===== config.mk =====
export PLATFORM = sky130hd
export DESIGN_NAME = bus_router_arb
export DESIGN_NICKNAME = d
export VERILOG_FILES = /design/src/rtl/bus_router_arb_pkg.sv /design/src/rtl/bus_router_arb_rr_arbiter.sv /design/src/rtl/bus_router_arb.sv
export SDC_FILE = /design/constraint.sdc
export NUM_CORES = 1
export LEC_CHECK = 0
export CAP_MARGIN = 20
export CORE_AREA = 4 4 326 328
export CTS_BUF_LIST = sky130_fd_sc_hd__clkbuf_4
export CTS_CLUSTER_DIAMETER = 150
export DETAILED_ROUTE_END_ITERATION = 10
export DIE_AREA = 0 0 330 332
export GPL_ROUTABILITY_DRIVEN = 1
export HOLD_SLACK_MARGIN = 0.15
export SLEW_MARGIN = 10
export SYNTH_ARGS = -nofsm -noshare
export SYNTH_HDL_FRONTEND = slang
export SYNTH_HIERARCHICAL = 1
export SYNTH_SLANG_ARGS = --single-unit

===== constraint.sdc =====
create_clock -name clk -period 4.57 [get_ports clk]
set_input_delay 0.457 -clock clk [delete_from_list [all_inputs] [get_ports clk]]
set_output_delay 0.457 -clock clk [all_outputs]
set_load 0.01 [all_outputs]

===== src/rtl/bus_router_arb_pkg.sv =====
// Shared types and helpers for the device bus router/arbiter.
package bus_router_pkg;

    localparam int ADDR_W  = 8;
    localparam int PKT_MAX = 256;
    localparam logic [ADDR_W-1:0] BROADCAST_ID = 8'hFF;

    typedef enum logic [1:0] {
        IDLE  = 2'd0,
        POP   = 2'd1,
        ROUTE = 2'd2,
        PUSH  = 2'd3
    } state_t;

    // Destination id sits in the top ADDR_W bits of a packet that is sz bits wide.
    function automatic logic [ADDR_W-1:0] dest_of(input logic [PKT_MAX-1:0] pkt, input int sz);
        return ADDR_W'(pkt >> (sz - ADDR_W));
    endfunction

endpackage


===== src/rtl/bus_router_arb_rr_arbiter.sv =====
// Combinational request arbiter: lowest-index priority, or round-robin starting at ptr.
module rr_arbiter #(
    parameter int N     = 4,
    parameter int IDX_W = (N > 1) ? $clog2(N) : 1
) (
    input  logic [N-1:0]     req,
    input  logic [IDX_W-1:0] ptr,
    input  logic             fixed,
    output logic [N-1:0]     grant,
    output logic [IDX_W-1:0] idx
);

    logic             hi_hit_s;
    logic             hi_found_s;
    logic             lo_found_s;
    logic [IDX_W-1:0] hi_idx_s;
    logic [IDX_W-1:0] lo_idx_s;

    // Scan downwards so the surviving hit is the lowest index at/after ptr (hi) and overall (lo).
    always_comb begin
        hi_hit_s   = 1'b0;
        hi_found_s = 1'b0;
        lo_found_s = 1'b0;
        hi_idx_s   = '0;
        lo_idx_s   = '0;
        grant      = '0;
        idx        = '0;
        for (int j = N - 1; j >= 0; j--) begin
            hi_hit_s   = req[j] && (j >= int'(ptr));
            hi_idx_s   = hi_hit_s ? IDX_W'(j) : hi_idx_s;
            hi_found_s = hi_found_s | hi_hit_s;
            lo_idx_s   = req[j] ? IDX_W'(j) : lo_idx_s;
            lo_found_s = lo_found_s | req[j];
        end
        // Round-robin wraps to the lowest requester when nothing sits at or above ptr.
        idx = (!fixed && hi_found_s) ? hi_idx_s : lo_idx_s;
        for (int j = 0; j < N; j++) begin
            grant[j] = lo_found_s && (int'(idx) == j);
        end
    end

endmodule


===== src/rtl/bus_router_arb.sv =====
// Device bus router: arbitrates pending device FIFOs, pops one packet, and pushes it
// to its destination device or broadcasts it to every device except the source.
module bus_router_arb
    import bus_router_pkg::*;
#(
    parameter int                pckg_sz   = 24,
    parameter int                drvrs     = 16,
    parameter logic [ADDR_W-1:0] BROADCAST = BROADCAST_ID,
    parameter int                CNT_W     = 16
) (
    input  logic                            clk,
    input  logic                            reset,
    input  logic [drvrs-1:0]                pndng,
    input  logic [drvrs-1:0][pckg_sz-1:0]   D_pop,
    output logic [drvrs-1:0]                pop,
    input  logic [drvrs-1:0]                full,
    output logic [drvrs-1:0]                push,
    output logic [drvrs-1:0][pckg_sz-1:0]   D_push,
    input  logic                            mode,
    output logic                            busy,
    output logic [CNT_W-1:0]                drop_cnt
);

    localparam int IDX_W = $clog2(drvrs);

    state_t             state_r;
    logic [IDX_W-1:0]   g_r;
    logic [IDX_W-1:0]   rr_ptr_r;
    logic [pckg_sz-1:0] pkt_r;

    logic [drvrs-1:0]   gnt_vec_s;
    logic [IDX_W-1:0]   gnt_idx_s;
    logic [ADDR_W-1:0]  dest_s;
    logic               bcast_s;
    logic               invalid_s;
    logic [drvrs-1:0]   tgt_s;
    logic               tgt_full_s;
    logic [IDX_W-1:0]   g_next_s;

    rr_arbiter #(
        .N     (drvrs),
        .IDX_W (IDX_W)
    ) u_arb (
        .req   (pndng),
        .ptr   (rr_ptr_r),
        .fixed (mode),
        .grant (gnt_vec_s),
        .idx   (gnt_idx_s)
    );

    // Decode the held packet: destination, validity, target set and its backpressure.
    always_comb begin
        dest_s     = dest_of(PKT_MAX'(pkt_r), pckg_sz);
        bcast_s    = (dest_s == BROADCAST);
        invalid_s  = (!bcast_s && (int'(dest_s) >= drvrs)) || (int'(dest_s) == int'(g_r));
        tgt_s      = '0;
        for (int j = 0; j < drvrs; j++) begin
            tgt_s[j] = bcast_s ? (j != int'(g_r)) : (int'(dest_s) == j);
        end
        tgt_full_s = |(tgt_s & full);
        g_next_s   = (int'(g_r) == drvrs - 1) ? '0 : g_r + IDX_W'(1'b1);
    end

    // Packet FSM; outputs are registered one state ahead so they line up with the state.
    always_ff @(posedge clk or posedge reset) begin
        if (reset) begin
            state_r  <= IDLE;
            g_r      <= '0;
            rr_ptr_r <= '0;
            pkt_r    <= '0;
            pop      <= '0;
            push     <= '0;
            D_push   <= '0;
            busy     <= 1'b0;
            drop_cnt <= '0;
        end else begin
            pop  <= '0;
            push <= '0;
            case (state_r)
                IDLE: begin
                    if (|pndng) begin
                        g_r     <= gnt_idx_s;
                        pop     <= gnt_vec_s;
                        busy    <= 1'b1;
                        state_r <= POP;
                    end else begin
                        busy    <= 1'b0;
                        state_r <= IDLE;
                    end
                end
                POP: begin
                    pkt_r   <= D_pop[g_r];
                    busy    <= 1'b1;
                    state_r <= ROUTE;
                end
                ROUTE: begin
                    if (invalid_s) begin
                        drop_cnt <= (&drop_cnt) ? drop_cnt : drop_cnt + CNT_W'(1'b1);
                        rr_ptr_r <= g_next_s;
                        busy     <= 1'b0;
                        state_r  <= IDLE;
                    end else if (tgt_full_s) begin
                        // Broadcast is all-or-nothing: wait until every target has room.
                        busy     <= 1'b1;
                        state_r  <= ROUTE;
                    end else begin
                        push     <= tgt_s;
                        D_push   <= {drvrs{pkt_r}};
                        busy     <= 1'b1;
                        state_r  <= PUSH;
                    end
                end
                PUSH: begin
                    rr_ptr_r <= g_next_s;
                    busy     <= 1'b0;
                    state_r  <= IDLE;
                end
                default: begin
                    busy     <= 1'b0;
                    state_r  <= IDLE;
                end
            endcase
        end
    end

endmodule


Word-level counts from Yosys, hierarchy flattened
Cells that the tools add are included.

storage, ports and cells
  register bits = 107
  output and inout port bits = 433
  word-level logic and storage cells = 227

operators by class
  add/subtract/negate cells = 2
  order comparisons = 17
  equal/unequal tests = 52
  muxes and demuxes = 65
  bitwise operators = 34
  reduce and logical (&&, ||, !) cells = 48

operators with widths
  cell                                                               number
  two-way mux 4 bit                                                  34
  binary-select mux 24 bit (select 4 bit)                            1
  two-way mux 16 bit                                                 5
  equality test 8 x 5 -> 1 bit (second input constant)               8
  logical AND 1 bit                                                  33
  equality test 4 bit (second input constant)                        8
  equality test 8 x 4 -> 1 bit (second input constant)               4
  != test 4 bit (first input constant)                               8
  OR reduction 16 bit                                                2
  bitwise OR 1 bit                                                   30
  greater-or-equal comparator 4 bit (first input constant)           7
  two-way mux 24 bit                                                 1
  two-way mux 1 bit                                                  20
  adder 16 x 1 -> 16 bit (second input constant)                     1
  bitwise AND 16 bit                                                 1
  equality test 4 x 3 -> 1 bit (second input constant)               4
  equality test 8 x 3 -> 1 bit (second input constant)               2
  greater-or-equal comparator 3 x 4 -> 1 bit (first input constant)  4
  != test 3 x 4 -> 1 bit (first input constant)                      4
  AND reduction 16 bit                                               1
  equality test 4 x 1 -> 1 bit (second input constant)               2
  equality test 4 x 2 -> 1 bit (second input constant)               2
  equality test 8 x 2 -> 1 bit (second input constant)               1
  equality test 8 x 5 -> 1 bit                                       1
  other kinds (25)                                                   34

Logic depth before layout (Yosys ltp)
  depth in word-level cells = 23
  gate-level depth with buffers = 12
  mapped depth without buffers = 9

Hierarchy
The synthesis kept the hierarchy.

by module, submodules not included
  module          instances  cells an instance  area an instance (µm²)  sequential area each (µm²)
  bus_router_arb  1          928                10,436.3                2,677.6
  rr_arbiter      1          130                907.1                   0.0

Worst setup path before layout
No wires, ideal clock.

  path kind = register -> register
  from = register g_r[0]
  to = register D_push[360] (netlist name)
  library setup time = 0.127 ns
  arrival = 3.355 ns
  required time = 4.443 ns
  path slack = 1.088 ns
  stages on the path, launching flop included = 13
  buffers on the path = 4
  cell sequence = dfrtp_1 > buf_2 > buf_2 > buf_1 > inv_1 > ha_1 > or3b_2 > nand2_1 > a2111oi_0 > or4_1 > nor3_4 > buf_4 > mux2_1

on the way
  cells in the longest elaborated chain, start to end = 6
  elaborated cells on any way between the ends = 39
  classes of those cells = eq/ne (16); mux (16); bitwise (3); reduce/logical (4)

RTL lines
  item                                            line                   source
  start, declared                                 bus_router_arb.sv:27   logic [IDX_W-1:0] g_r;
  start signal, assigned                          bus_router_arb.sv:82   g_r <= gnt_idx_s;
  != test 2 x 4 -> 1 bit (tied with other cells)  bus_router_arb.sv:58   tgt_s[j] = bcast_s ? (j != int'(g_r)) : (int'(dest_s) == j);
  two-way mux 1 bit                               bus_router_arb.sv:58
  bitwise AND 16 bit                              bus_router_arb.sv:60   tgt_full_s = |(tgt_s & full);
  OR reduction 16 bit                             bus_router_arb.sv:60
  inverter 1 bit (no source line)                 n/a
  AND reduction 3 bit (no source line) *          n/a
  end signal, assigned                            bus_router_arb.sv:108  D_push <= {drvrs{pkt_r}};
  end, declared                                   bus_router_arb.sv:18   output logic [drvrs-1:0][pckg_sz-1:0] D_push,

Every way passes the cells marked *; elsewhere a longest branch is shown, timed or not.
A chain may end at the register's enable or synchronous reset.

Worst setup path after layout
  from = register g_r[0]
  to = register D_push[372] (netlist name)

Same word-level chain as after synthesis.

==> results by group <==
Drt
  – Routed Antenna Nets: 0
  – DRT Pass-1 Iters: 5
  – Via count: 10190
  – DRC viols: 0
  – DR vias/cell: 3.50
  – DRT iter0 DRCs: 613
  – Wirelength, routed: 62500 µm
  – Wire per inst: 21.5 µm

Clock network
  – Clock Tree Buf Depth: 2
  – TritonCTS clock tree: yes
  – Clk Latency, worst-skew pair: 0.58 ns
  – H-tree depth: 3
  – Number of buffers created by CTS: 9
  – Register clock-pin slew on the reported worst setup and hold paths: 0.22 ns
  – Root buffer cell: clkbuf_4
  – Clk sinks: 107
  – Postcts setup bufs: 0
  – Post-CTS sizing: 0
  – CTS Hold Buffers Added: 0

STA
  – Fmax achieved: 0.272 GHz
  – Tcrit/Tclk final: 0.805
  – Slew Viols, Final: 0
  – Final worst slack: 0.890 ns
  – Final Skew: 0.0234 ns
  – RSZ-0062 raised after global routing: false
  – Fin Setup TNS: 0 ns
  – Worst-margin pin slew: 0.950 ns
  – Fin crit period: 3.68 ns
  – Final setup fails: 0
  – Slew HR: 0.366
  – Final Hold Vio Count: 0

Logic synthesis
  – Synth Flop Type: dfrtp_1
  – Syn Nets: 1482
  – Synth warn: 6
  – Synthesized flop and latch total: 107
  – Largest cells by area after synthesis: buf_4, mux4_2, dfrtp_1, mux2_2, mux2_1
  – Synth cell types: 82
  – Synthesized cell area: 11300 µm²
  – Synth area leader: buf_4
  – Top cell type's share of synthesized area: 0.241
  – Number of flops mapped to enable cells by yosys: 0
  – Mapped Avg Cell Area: 10.7 µm²
  – Synth Instances: 1058
  – Register area share after synthesis: 0.236
  – Fraction of registers with async set/reset: 1.00

Place
  – HPWL Detailed: 52200 µm
  – Pre-CTS WS: 0.905 ns
  – Dpl cells: 2885
  – Final RePlAce weighted congestion: 0.908
  – Number of I/O port buffers: 851

Min path
  – Worst min-delay path class: input pin to asynchronous set/reset pin

Die
  – Row Count: 118
  – Core Area: 103000 µm²
  – Die X: 330 µm
  – Effective utilization at floorplan: 0.110
  – Top-level I/O count: 852
  – Die Footprint: 110000 µm²
  – Die H: 332 µm

Critical path
  – Setup crit start kind: register
  – Req. time, crit path: 5.04 ns
  – Critical R2R Launch: g_r[0]
  – CP max FO: 40
  – CP startpoint: g_r[0]
  – WS Path Type: register to register
  – Setup crit end kind: register
  – Arr. time, crit path: 4.15 ns

Power and ir drop
  – Pleak: 0.00658 µW
  – Internal Pwr Total: 5880 µW
  – Worst-case vdd ir drop: 0.438 mV
  – Psw: 4610 µW
  – Power consumption: 10500 µW
  – Clk pwr share: 0.054
  – Switching share of power: 0.440
  – Pwr dens: 554 nW/µm²
  – Logic pwr share: 0.719
  – Sequential power share: 0.227

Final layout
  – Multi-input gate area: 5610 µm²
  – Final non-filler cell total: 2909
  – Synth-to-Final Area Change: 67.0%
  – Layout cells sized above 1: 0.143
  – Storage element area: 2690 µm²
  – Nets: 1940
  – Layout fillers: 11218

Global route
  – Number of global-route vias before repair: 10442
  – First-pass GRT wire length: 83900 µm
  – Largest net degree at the start of global routing: 71
  – Grt ovf: 0
  – Initial antenna violation count: 26
  – Tot GR Track Use: 0.108

Outcome
  – Status: completed

Job
  – Max Cap Violations: 0
-- power by group through the flow --
stage / clock [µW] / combinational, µW / sequential, µW
after detailed placement: 0 / 7690 / 2470
after floorplan: 0 / 5420 / 1780
after global placement: 0 / 7680 / 2430
after global routing: 634 / 8030 / 2520
final: 562 / 7550 / 2380
after CTS: 614 / 7710 / 2440
-- state kept, by name (all words and copies together), names as in the netlist --
name      flops
pkt_r        24
busy          1
g_r           4
D_push       24
pop          16
state_r       2
rr_ptr_r      4
drop_cnt     16
push         16
-- area by class of cell --
cell class	count	share of cell area
timing repair buffer	864	0.456
multi-input combinational	510	0.296
sequential	107	0.142
tap	1380	0.0911
inverter	24	0.00542
clock inverter	7	0.00469
clock buffer	9	0.00357
antenna	8	0.00106
-- stage by stage --
stage | hold slack, ns | area, µm² | utilization
after floorplan | 0.460 | 11300 | -
after global placement | 0.465 | 18800 | 0.182
after detailed placement | 0.473 | 18800 | 0.182
after CTS | 0.249 | 18900 | 0.183
after global routing | 0.303 | 18900 | 0.183
final | 0.309 | 18900 | 0.184
-- cell usage in the layout, fill, tap and decap left out, types with 12 or more instances in the layout --
master / count
and2_1: 22
and3_1: 13
clkdlybuf4s50_1: 851
dfrtp_1: 103
inv_1: 22
mux2_1: 24
mux2_2: 27
mux4_2: 120
nand2_1: 40
nand3_1: 18
nor2_1: 24
nor2b_1: 13
nor3_1: 13
nor3b_2: 12
o21ai_0: 22
xnor2_1: 13
-- Yosys cell counts (3+ instances only) --
library cell / number
xor2_1: 7
o41ai_1: 3
mux2_1: 24
nand3b_1: 3
a21oi_1: 11
nor2b_1: 14
buf_2: 12
a22oi_1: 3
o21ai_0: 22
nor2_1: 24
nand3_1: 18
inv_1: 23
and4b_1: 4
nor4_1: 11
a221o_1: 3
and3_1: 13
a2111oi_0: 6
buf_1: 12
o21ai_1: 5
a21boi_0: 5
o22ai_1: 3
nand2b_1: 3
and2_1: 22
buf_4: 364
a31oi_1: 4
nand2_1: 40
or2_2: 3
ha_1: 5
nor4bb_1: 3
nand4_1: 8
clkbuf_1: 26
dfrtp_1: 107
nor3_1: 13
mux2_2: 27
a21boi_1: 6
mux4_2: 120
xnor2_1: 13
nor3b_1: 5
nor3b_2: 11
-- worst max-delay path, stage by stage (launching register included) --
cell,delay [ns]
dfrtp_4,0.75
inv_1,0.21
ha_1,0.25
or3b_2,0.49
nand2_1,0.08
a2111oi_0,0.10
or4_1,0.64
nor3_4,0.19
buf_4,0.46
mux2_1,0.37
-- worst paths after layout --
kind	end	slack [ns]	cells after the start
setup / recovery	D_push[372]	0.89	9
hold / removal	drop_cnt[8]	0.31	2
setup reg to reg	D_push[372]	0.89	9
hold reg to reg	D_push[363]	0.51	1
max in group asynchronous	D_push[369]	3.51	3
min in group clk	D_push[363]	0.51	1
-- cells by family after synthesis --
logic type	Yosys count	synth area share
buffers and inverters	441	0.271
AND/OR/NAND/NOR	211	0.113
multiplexers	172	0.290
flip-flops	107	0.236
AO/OA/AOI/OAI	102	0.0687
XOR/XNOR	20	0.0154
adder cells (fa/ha/maj)	5	0.00552
-- metal layers --
metal | part of all wire | track usage
met5 | 0.0027 | 0
met3 | 0.10 | 0.0376
met4 | 0.0089 | 0.0183
met1 | 0.41 | 0.134
met2 | 0.48 | 0.182
Power figures use the tool's default switching activity.
